File: src/rtl/mct_step_controller_if.sv
// Command channel into the MCT step controller: RUN / HALT / STEP-N offered over valid/ready.
interface mct_step_controller_if;
  logic       CMD_VALID;
  logic       CMD_READY;
  logic [1:0] CMD_OP;
  logic [7:0] CMD_COUNT;

  modport master (output CMD_VALID, output CMD_OP, output CMD_COUNT, input CMD_READY);
  modport slave  (input CMD_VALID, input CMD_OP, input CMD_COUNT, output CMD_READY);
endinterface

File: src/rtl/mct_step_controller.sv
// Monitor stop/start sequencer: halts the timer on an MCT boundary (T12 edge) and runs N MCTs per step.
// Optional completed-MCT counter on MCTCNT is enabled by defining MCT_COUNT_EN.
module mct_step_controller #(
  parameter int MSTRT_WIDTH    = 2,
  parameter int TIMEOUT_CYCLES = 1023
) (
  input  logic                   SIM_CLK,
  input  logic                   SIM_RST,
  mct_step_controller_if.slave   cmd,
  input  logic                   T12,
  input  logic                   GOJAM,
  output logic                   MSTP,
  output logic                   MSTRTP,
  output logic                   HALTED,
  output logic [8:0]             STEPS_LEFT,
  output logic                   TIMEOUT,
  output logic [15:0]            MCTCNT
);

  typedef enum logic [2:0] {
    ST_RUN,
    ST_HALTING,
    ST_HALTED,
    ST_STRT,
    ST_STEPWAIT
  } state_t;

  localparam logic [1:0] OP_RUN  = 2'b00;
  localparam logic [1:0] OP_HALT = 2'b01;
  localparam logic [1:0] OP_STEP = 2'b10;

  localparam int TMO_W  = $clog2(TIMEOUT_CYCLES + 1);
  localparam int STRT_W = (MSTRT_WIDTH > 1) ? $clog2(MSTRT_WIDTH) : 1;
  localparam logic [TMO_W-1:0]  TMO_LAST  = TMO_W'(TIMEOUT_CYCLES);
  localparam logic [STRT_W-1:0] STRT_LAST = STRT_W'(MSTRT_WIDTH - 1);

  state_t            state;
  logic              t12_q;
  logic              t12_edge;
  logic              accept;
  logic [8:0]        cmd_steps;
  logic [8:0]        pending;
  logic [TMO_W-1:0]  tmo_cnt;
  logic [TMO_W-1:0]  tmo_next;
  logic [STRT_W-1:0] strt_cnt;

  assign t12_edge  = T12 & ~t12_q;
  assign accept    = cmd.CMD_VALID & cmd.CMD_READY;
  assign cmd_steps = (cmd.CMD_COUNT == 8'd0) ? 9'd256 : {1'b0, cmd.CMD_COUNT};
  assign tmo_next  = tmo_cnt + TMO_W'(1);

  always_ff @(posedge SIM_CLK or negedge SIM_RST) begin
    if (!SIM_RST) t12_q <= 1'b0;
    else          t12_q <= T12;
  end

  // NOTE: every register here is assigned with <= so all transitions see the pre-edge values.
  always_ff @(posedge SIM_CLK or negedge SIM_RST) begin
    if (!SIM_RST) begin
      state         <= ST_RUN;
      MSTP          <= 1'b0;
      MSTRTP        <= 1'b0;
      HALTED        <= 1'b0;
      STEPS_LEFT    <= '0;
      TIMEOUT       <= 1'b0;
      cmd.CMD_READY <= 1'b1;
      pending       <= '0;
      tmo_cnt       <= '0;
      strt_cnt      <= '0;
    end else begin
      case (state)
        ST_RUN: begin
          if (accept) begin
            case (cmd.CMD_OP)
              OP_RUN: TIMEOUT <= 1'b0;
              OP_HALT, OP_STEP: begin
                state         <= ST_HALTING;
                MSTP          <= 1'b1;
                cmd.CMD_READY <= 1'b0;
                tmo_cnt       <= '0;
                if (cmd.CMD_OP == OP_STEP) pending <= cmd_steps;
              end
              default: ;
            endcase
          end
        end

        // An edge coinciding with acceptance was consumed in RUN; only later edges count here.
        ST_HALTING: begin
          if (t12_edge) begin
            tmo_cnt <= '0;
            if (pending != 9'd0) begin
              state      <= ST_STRT;
              STEPS_LEFT <= pending;
              pending    <= '0;
              MSTRTP     <= 1'b1;
              strt_cnt   <= '0;
            end else begin
              state         <= ST_HALTED;
              HALTED        <= 1'b1;
              cmd.CMD_READY <= 1'b1;
            end
          end else if (tmo_next == TMO_LAST) begin
            state         <= ST_HALTED;
            HALTED        <= 1'b1;
            cmd.CMD_READY <= 1'b1;
            TIMEOUT       <= 1'b1;
            pending       <= '0;
            tmo_cnt       <= '0;
          end else begin
            tmo_cnt <= tmo_next;
          end
        end

        ST_HALTED: begin
          if (accept) begin
            if (cmd.CMD_OP == OP_STEP) begin
              state         <= ST_STRT;
              STEPS_LEFT    <= cmd_steps;
              MSTRTP        <= 1'b1;
              HALTED        <= 1'b0;
              cmd.CMD_READY <= 1'b0;
              strt_cnt      <= '0;
              tmo_cnt       <= '0;
            end else if (cmd.CMD_OP == OP_RUN) begin
              state   <= ST_RUN;
              MSTP    <= 1'b0;
              HALTED  <= 1'b0;
              TIMEOUT <= 1'b0;
              tmo_cnt <= '0;
            end
          end
        end

        ST_STRT: begin
          if (GOJAM) begin
            state         <= ST_HALTED;
            HALTED        <= 1'b1;
            cmd.CMD_READY <= 1'b1;
            MSTRTP        <= 1'b0;
            STEPS_LEFT    <= '0;
            tmo_cnt       <= '0;
          end else if (strt_cnt == STRT_LAST) begin
            state   <= ST_STEPWAIT;
            MSTRTP  <= 1'b0;
            tmo_cnt <= '0;
          end else begin
            strt_cnt <= strt_cnt + STRT_W'(1);
          end
        end

        // GOJAM outranks a simultaneous T12 edge: the step sequence is abandoned, not advanced.
        ST_STEPWAIT: begin
          tmo_cnt <= '0;
          if (GOJAM) begin
            state         <= ST_HALTED;
            HALTED        <= 1'b1;
            cmd.CMD_READY <= 1'b1;
            MSTRTP        <= 1'b0;
            STEPS_LEFT    <= '0;
          end else if (t12_edge) begin
            STEPS_LEFT <= STEPS_LEFT - 9'd1;
            if (STEPS_LEFT == 9'd1) begin
              state         <= ST_HALTED;
              HALTED        <= 1'b1;
              cmd.CMD_READY <= 1'b1;
            end else begin
              state    <= ST_STRT;
              MSTRTP   <= 1'b1;
              strt_cnt <= '0;
            end
          end else if (tmo_next == TMO_LAST) begin
            state         <= ST_HALTED;
            HALTED        <= 1'b1;
            cmd.CMD_READY <= 1'b1;
            TIMEOUT       <= 1'b1;
            STEPS_LEFT    <= '0;
          end else begin
            tmo_cnt <= tmo_next;
          end
        end

        default: begin
          state         <= ST_RUN;
          MSTP          <= 1'b0;
          MSTRTP        <= 1'b0;
          HALTED        <= 1'b0;
          cmd.CMD_READY <= 1'b1;
        end
      endcase
    end
  end

`ifdef MCT_COUNT_EN
  always_ff @(posedge SIM_CLK or negedge SIM_RST) begin
    if (!SIM_RST)      MCTCNT <= '0;
    else if (t12_edge) MCTCNT <= MCTCNT + 16'd1;
  end
`else
  assign MCTCNT = '0;
`endif

endmodule

File: src/flat_wrapper.sv
// flat-port wrapper written by rule: the top's interface ports become plain ports
module mct_step_controller_flat 
#(
  parameter int MSTRT_WIDTH    = 2,
  parameter int TIMEOUT_CYCLES = 1023
)
  (SIM_CLK, SIM_RST, T12, GOJAM, MSTP, MSTRTP, HALTED, STEPS_LEFT, TIMEOUT, MCTCNT, cmd_CMD_VALID, cmd_CMD_OP, cmd_CMD_COUNT, cmd_CMD_READY);
  mct_step_controller_if cmd_i ();
  input  logic SIM_CLK;
  input  logic SIM_RST;
  input  logic T12;
  input  logic GOJAM;
  output logic MSTP;
  output logic MSTRTP;
  output logic HALTED;
  output logic [8:0] STEPS_LEFT;
  output logic TIMEOUT;
  output logic [15:0] MCTCNT;
  input wire logic [$bits(cmd_i.CMD_VALID)-1:0] cmd_CMD_VALID;
  input wire logic [$bits(cmd_i.CMD_OP)-1:0] cmd_CMD_OP;
  input wire logic [$bits(cmd_i.CMD_COUNT)-1:0] cmd_CMD_COUNT;
  output wire logic [$bits(cmd_i.CMD_READY)-1:0] cmd_CMD_READY;
  assign cmd_i.CMD_VALID = cmd_CMD_VALID;
  assign cmd_i.CMD_OP = cmd_CMD_OP;
  assign cmd_i.CMD_COUNT = cmd_CMD_COUNT;
  assign cmd_CMD_READY = cmd_i.CMD_READY;
  mct_step_controller #(.MSTRT_WIDTH(MSTRT_WIDTH), .TIMEOUT_CYCLES(TIMEOUT_CYCLES)) u_core (.SIM_CLK(SIM_CLK), .SIM_RST(SIM_RST), .cmd(cmd_i), .T12(T12), .GOJAM(GOJAM), .MSTP(MSTP), .MSTRTP(MSTRTP), .HALTED(HALTED), .STEPS_LEFT(STEPS_LEFT), .TIMEOUT(TIMEOUT), .MCTCNT(MCTCNT));
endmodule
File: config.mk
export PLATFORM = sky130hd
export DESIGN_NAME = mct_step_controller_flat
export DESIGN_NICKNAME = d
export VERILOG_FILES = /design/src/rtl/mct_step_controller_if.sv /design/src/rtl/mct_step_controller.sv /design/src/flat_wrapper.sv
export SDC_FILE = /design/constraint.sdc
export NUM_CORES = 1
export LEC_CHECK = 0
export BUFFER_PORTS_ARGS = -buffer_cell sky130_fd_sc_hd__buf_4
export CORE_MARGIN = 2
export CORE_UTILIZATION = 51
export CTS_CLUSTER_SIZE = 20
export DETAILED_ROUTE_END_ITERATION = 8
export PLACE_DENSITY = 0.81
export RECOVER_POWER = 25
export SLEW_MARGIN = 20
export SYNTH_ARGS = -nofsm -noshare
export SYNTH_HDL_FRONTEND = slang
export SYNTH_SLANG_ARGS = --single-unit
File: constraint.sdc
create_clock -name SIM_CLK -period 2 [get_ports SIM_CLK]
set_input_delay 0.1 -clock SIM_CLK [delete_from_list [all_inputs] [get_ports SIM_CLK]]
set_output_delay 0.1 -clock SIM_CLK [all_outputs]
set_load 0.02 [all_outputs]
==> results.tsv <==
stage	metric	value	unit
yosys	Synth cell types	59	
clock_tree	TritonCTS clock tree	done	
flow_run	max-cap viol count	0	
power	Cell Int Power	2.27	mW
place	dpl cell area	3140	um^2
die	Initial Util	53.5	%
yosys	sequential share of the synthesized area	34.4	%
die	IO Pins	45	
power	P_sw	1.81	mW
run_status	failing checks	negative setup slack	
power	P_leak	1.56	nW
die	height of the die	77.7	um
detailed_routing	DRT iter0 DRCs	234	
yosys	Mapped Cells	345	
setup_path	worst setup path class	reg2reg	
sta	RSZ-0062 raised after global routing	true	
place	IO Port Bufs	28	
detailed_routing	wire per inst	14.9	um
cells_and_area	number of diodes	0	
die	die area	6030	um^2
detailed_routing	Total Routed Length	7.04	mm
power	Combinational Power Share	55.7	%
sta	Slew @ Worst Pin	0.962	ns
place	routability congestion estimate	0.947	
global_route	gr ovfl total	0	
power	IR drop worst, VDD	648	uV
cells_and_area	share of layout cells above drive strength 1	27.7	%
detailed_routing	DRC errors left	0	
run_status	run status	finished, violations left	
cells_and_area	commonest non-fill, non-tap cell in the layout	buf_4	
global_route	antenna violations before repair	0	
place	hpwl dp	4.77	mm
sta	Slew Viols, Final	0	
clock_tree	CTS Buffer Depth	2	
yosys	mapped cell area	2770	um^2
sta	FMAX	462	MHz
cells_and_area	final-stage net count	422	
setup_path	Critical Path AT	2.37	ns
yosys	syn avg cell area	8.03	um^2
clock_tree	clock root cell	clkbuf_8	
global_route	first-pass GRT wire length	11.3	mm
power	Switching Share	44.3	%
cells_and_area	Synth-to-Final Area Change	26.5	%
clock_tree	clock slew at reported path FFs	0.07	ns
clock_tree	TritonCTS Buffers	5	
yosys	number of synthesized flops with an enable pin	0	
setup_path	Worst path slowest cell	or4_4	
cells_and_area	Post-Layout Inst Area	3500	um^2
sta	Tmin final	2.16	ns
yosys	dominant synthesized flop cell	dfrtp_1	
sta	Setup WS post-layout	-0.162	ns
setup_path	CP Data Required Time	2.20	ns
power	pwr dens	1160	nW/um^2
clock_tree	Worst-Skew Late Latency	0.29	ns
die	Std-Cell Rows	26	
setup_path	critical path startpoint category	flip-flop	
sta	setup TNS	-2.30	ns
clock_tree	CTS sink count	38	
clock_tree	H-tree Lvls	2	
power	Flop pwr share	32.1	%
setup_path	crit-path max cell delay	0.56	ns
setup_path	worst-path fanout max	6	
yosys	ys async rst share	100	%
hold_path	Hold Crit Class	in2reg	
sta	Max transition margin	35.9	%
sta	Fin. Hold Viols	0	
detailed_routing	DR pass1 iterations	6	
power	clock share of power	12.2	%
setup_path	crit end category	flip-flop	
global_route	Total GRT Usage	22.9	%
yosys	warnings from Yosys	0	
die	core box area	5170	um^2
cells_and_area	commonest non-fill, non-tap cells in the layout	buf_4, nand2_1, nor2_1, dfrtp_1, a21oi_1	
sta	final setup skew	0.00707	ns
global_route	largest net degree at the start of global routing	41	
setup_path	Most common cell on crit path	buf_6	
detailed_routing	vias post-DR	2746	
detailed_routing	Vias/cell	5.83	
global_route	vias in the first global route	2471	
sta	fin crit share	108	%
detailed_routing	ANT nets after route	0	
die	die width	77.7	um
sta	# setup viols final	27	
yosys	register bit total from synthesis	38	
setup_path	CP Cell Sequence	ha_4, xor2_1, nand3_2, a2111oi_4, buf_4, or4_4, buf_6, buf_6, o21ai_1	
power	total power	4.08	mW
-- registers in the layout, summed over array words and instances (netlist names) --
name                  flops
u_core.tmo_cnt           10
u_core.pending            9
u_core.TIMEOUT            1
u_core.MSTRTP             1
u_core.HALTED             1
u_core.MSTP               1
u_core.cmd.CMD_READY      1
u_core.strt_cnt           1
u_core.state              3
u_core.STEPS_LEFT         9
u_core.t12_q              1
-- stage by stage --
stage / util, % / setup WS (ns) / hold slack, ns / instances
5_1_grt: 67.7 / -0.206 / 0.0908 / 471
4_1_cts: 63.6 / -0.0984 / 0.0803 / 464
6_report: 67.7 / -0.162 / 0.0814 / 471
3_3_place_gp: 60.7 / -0.0741 / 0.0980 / 451
3_5_place_dp: 60.7 / -0.147 / 0.102 / 451
2_1_floorplan: - / -0.106 / -0.196 / 360
-- cells by family (layout without fill, tap and decap cells) --
kind of cell             after synthesis  in the layout  synth area share, %
AO/OA/AOI/OAI                         96             96                 23.6
XOR/XNOR                               4              4                 1.27
adder cells (fa/ha/maj)                6              6                 2.71
buffers and inverters                 55             96                 10.4
flip-flops                            38             38                 34.4
multiplexers                          11             11                 4.20
other                                  1             16                0.135
AND/OR/NAND/NOR                      134            134                 23.3
-- what timing repair did --
action	CTS	global route
setup endpoints to repair	22	32
gates resized for setup	6	38
hold buffers	2	0
endpoints found under the hold margin	38	0
pin swaps	13	9
setup buffers	4	7
-- cell type report --
| cell class | instances | area [um^2] |
|---|---|---|
| clock buffer | 7 | 76.3 |
| fill | 395 | 1670 |
| inverter | 19 | 71.3 |
| multi-input combinational | 267 | 1740 |
| sequential | 38 | 955 |
| tap | 70 | 87.6 |
| timing repair buffer | 70 | 572 |
-- synth_stat cells, types with 3 or more instances --
| library cell | number | share of area, % |
|---|---|---|
| nor2b_1 | 5 | 1.1 |
| inv_1 | 19 | 2.6 |
| buf_4 | 17 | 4.6 |
| mux2i_1 | 9 | 3.3 |
| dfrtp_1 | 37 | 33 |
| o21ai_1 | 8 | 1.4 |
| nand3_1 | 5 | 0.90 |
| a21oi_1 | 21 | 3.8 |
| nand2b_1 | 6 | 1.4 |
| buf_1 | 3 | 0.41 |
| a31oi_1 | 3 | 0.68 |
| o21ai_0 | 19 | 3.4 |
| a22oi_1 | 4 | 1.1 |
| a21o_1 | 3 | 0.81 |
| nand4_1 | 5 | 1.1 |
| o31ai_1 | 11 | 3.0 |
| ha_1 | 6 | 2.7 |
| o211ai_1 | 3 | 0.81 |
| nor3_1 | 17 | 3.1 |
| clkbuf_1 | 12 | 1.6 |
| a22o_1 | 7 | 2.2 |
| nand2_1 | 42 | 5.7 |
| nor4_1 | 5 | 1.1 |
| nor2_1 | 35 | 4.7 |
-- critical path: cells and delay by family (launching register included) --
family / cells / cell delay (ns)
AOI/OAI and AO/OA: 2 / 0.18
xor gates and xnor gates: 1 / 0.17
adders and majority gates: 1 / 0.18
buffers and inverters: 3 / 0.42
DFF: 1 / 0.46
and+or+nand+nor: 2 / 0.66
-- layer usage --
layer  global-route usage, %  vias up  wire, um
met2                    37.8      118      3430
met1                    31.2     1317      3100
met5                       0        -         0
met4                    6.07        0        63
met3                    3.84        8       448
li1                        -     1303         -
-- power groups by stage --
| stage | Clock [mW] | Combinational [mW] | Sequential [mW] |
|---|---|---|---|
| after floorplan | 0 | 1.25 | 1.36 |
| after global placement | 0 | 1.98 | 1.26 |
| after detailed placement | 0 | 2.02 | 1.28 |
| after CTS | 0.503 | 2.07 | 1.27 |
| after global routing | 0.544 | 2.48 | 1.34 |
| final | 0.498 | 2.27 | 1.31 |
-- final timing paths --
path	cells after the start	slack, ns	to	start
hold / removal	3	0.08	u_core.pending[1]	cmd_CMD_COUNT[1]
setup / recovery	9	-0.16	u_core.tmo_cnt[0]	u_core.tmo_cnt[0]
hold reg to reg	1	0.51	u_core.tmo_cnt[9]	u_core.tmo_cnt[9]
min in group asynchronous	2	0.50	u_core.MSTP	SIM_RST
max in group asynchronous	2	0.85	u_core.tmo_cnt[0]	SIM_RST
setup reg to reg	9	-0.16	u_core.tmo_cnt[0]	u_core.tmo_cnt[0]
Note: power is estimated with default switching activity, not from simulation.
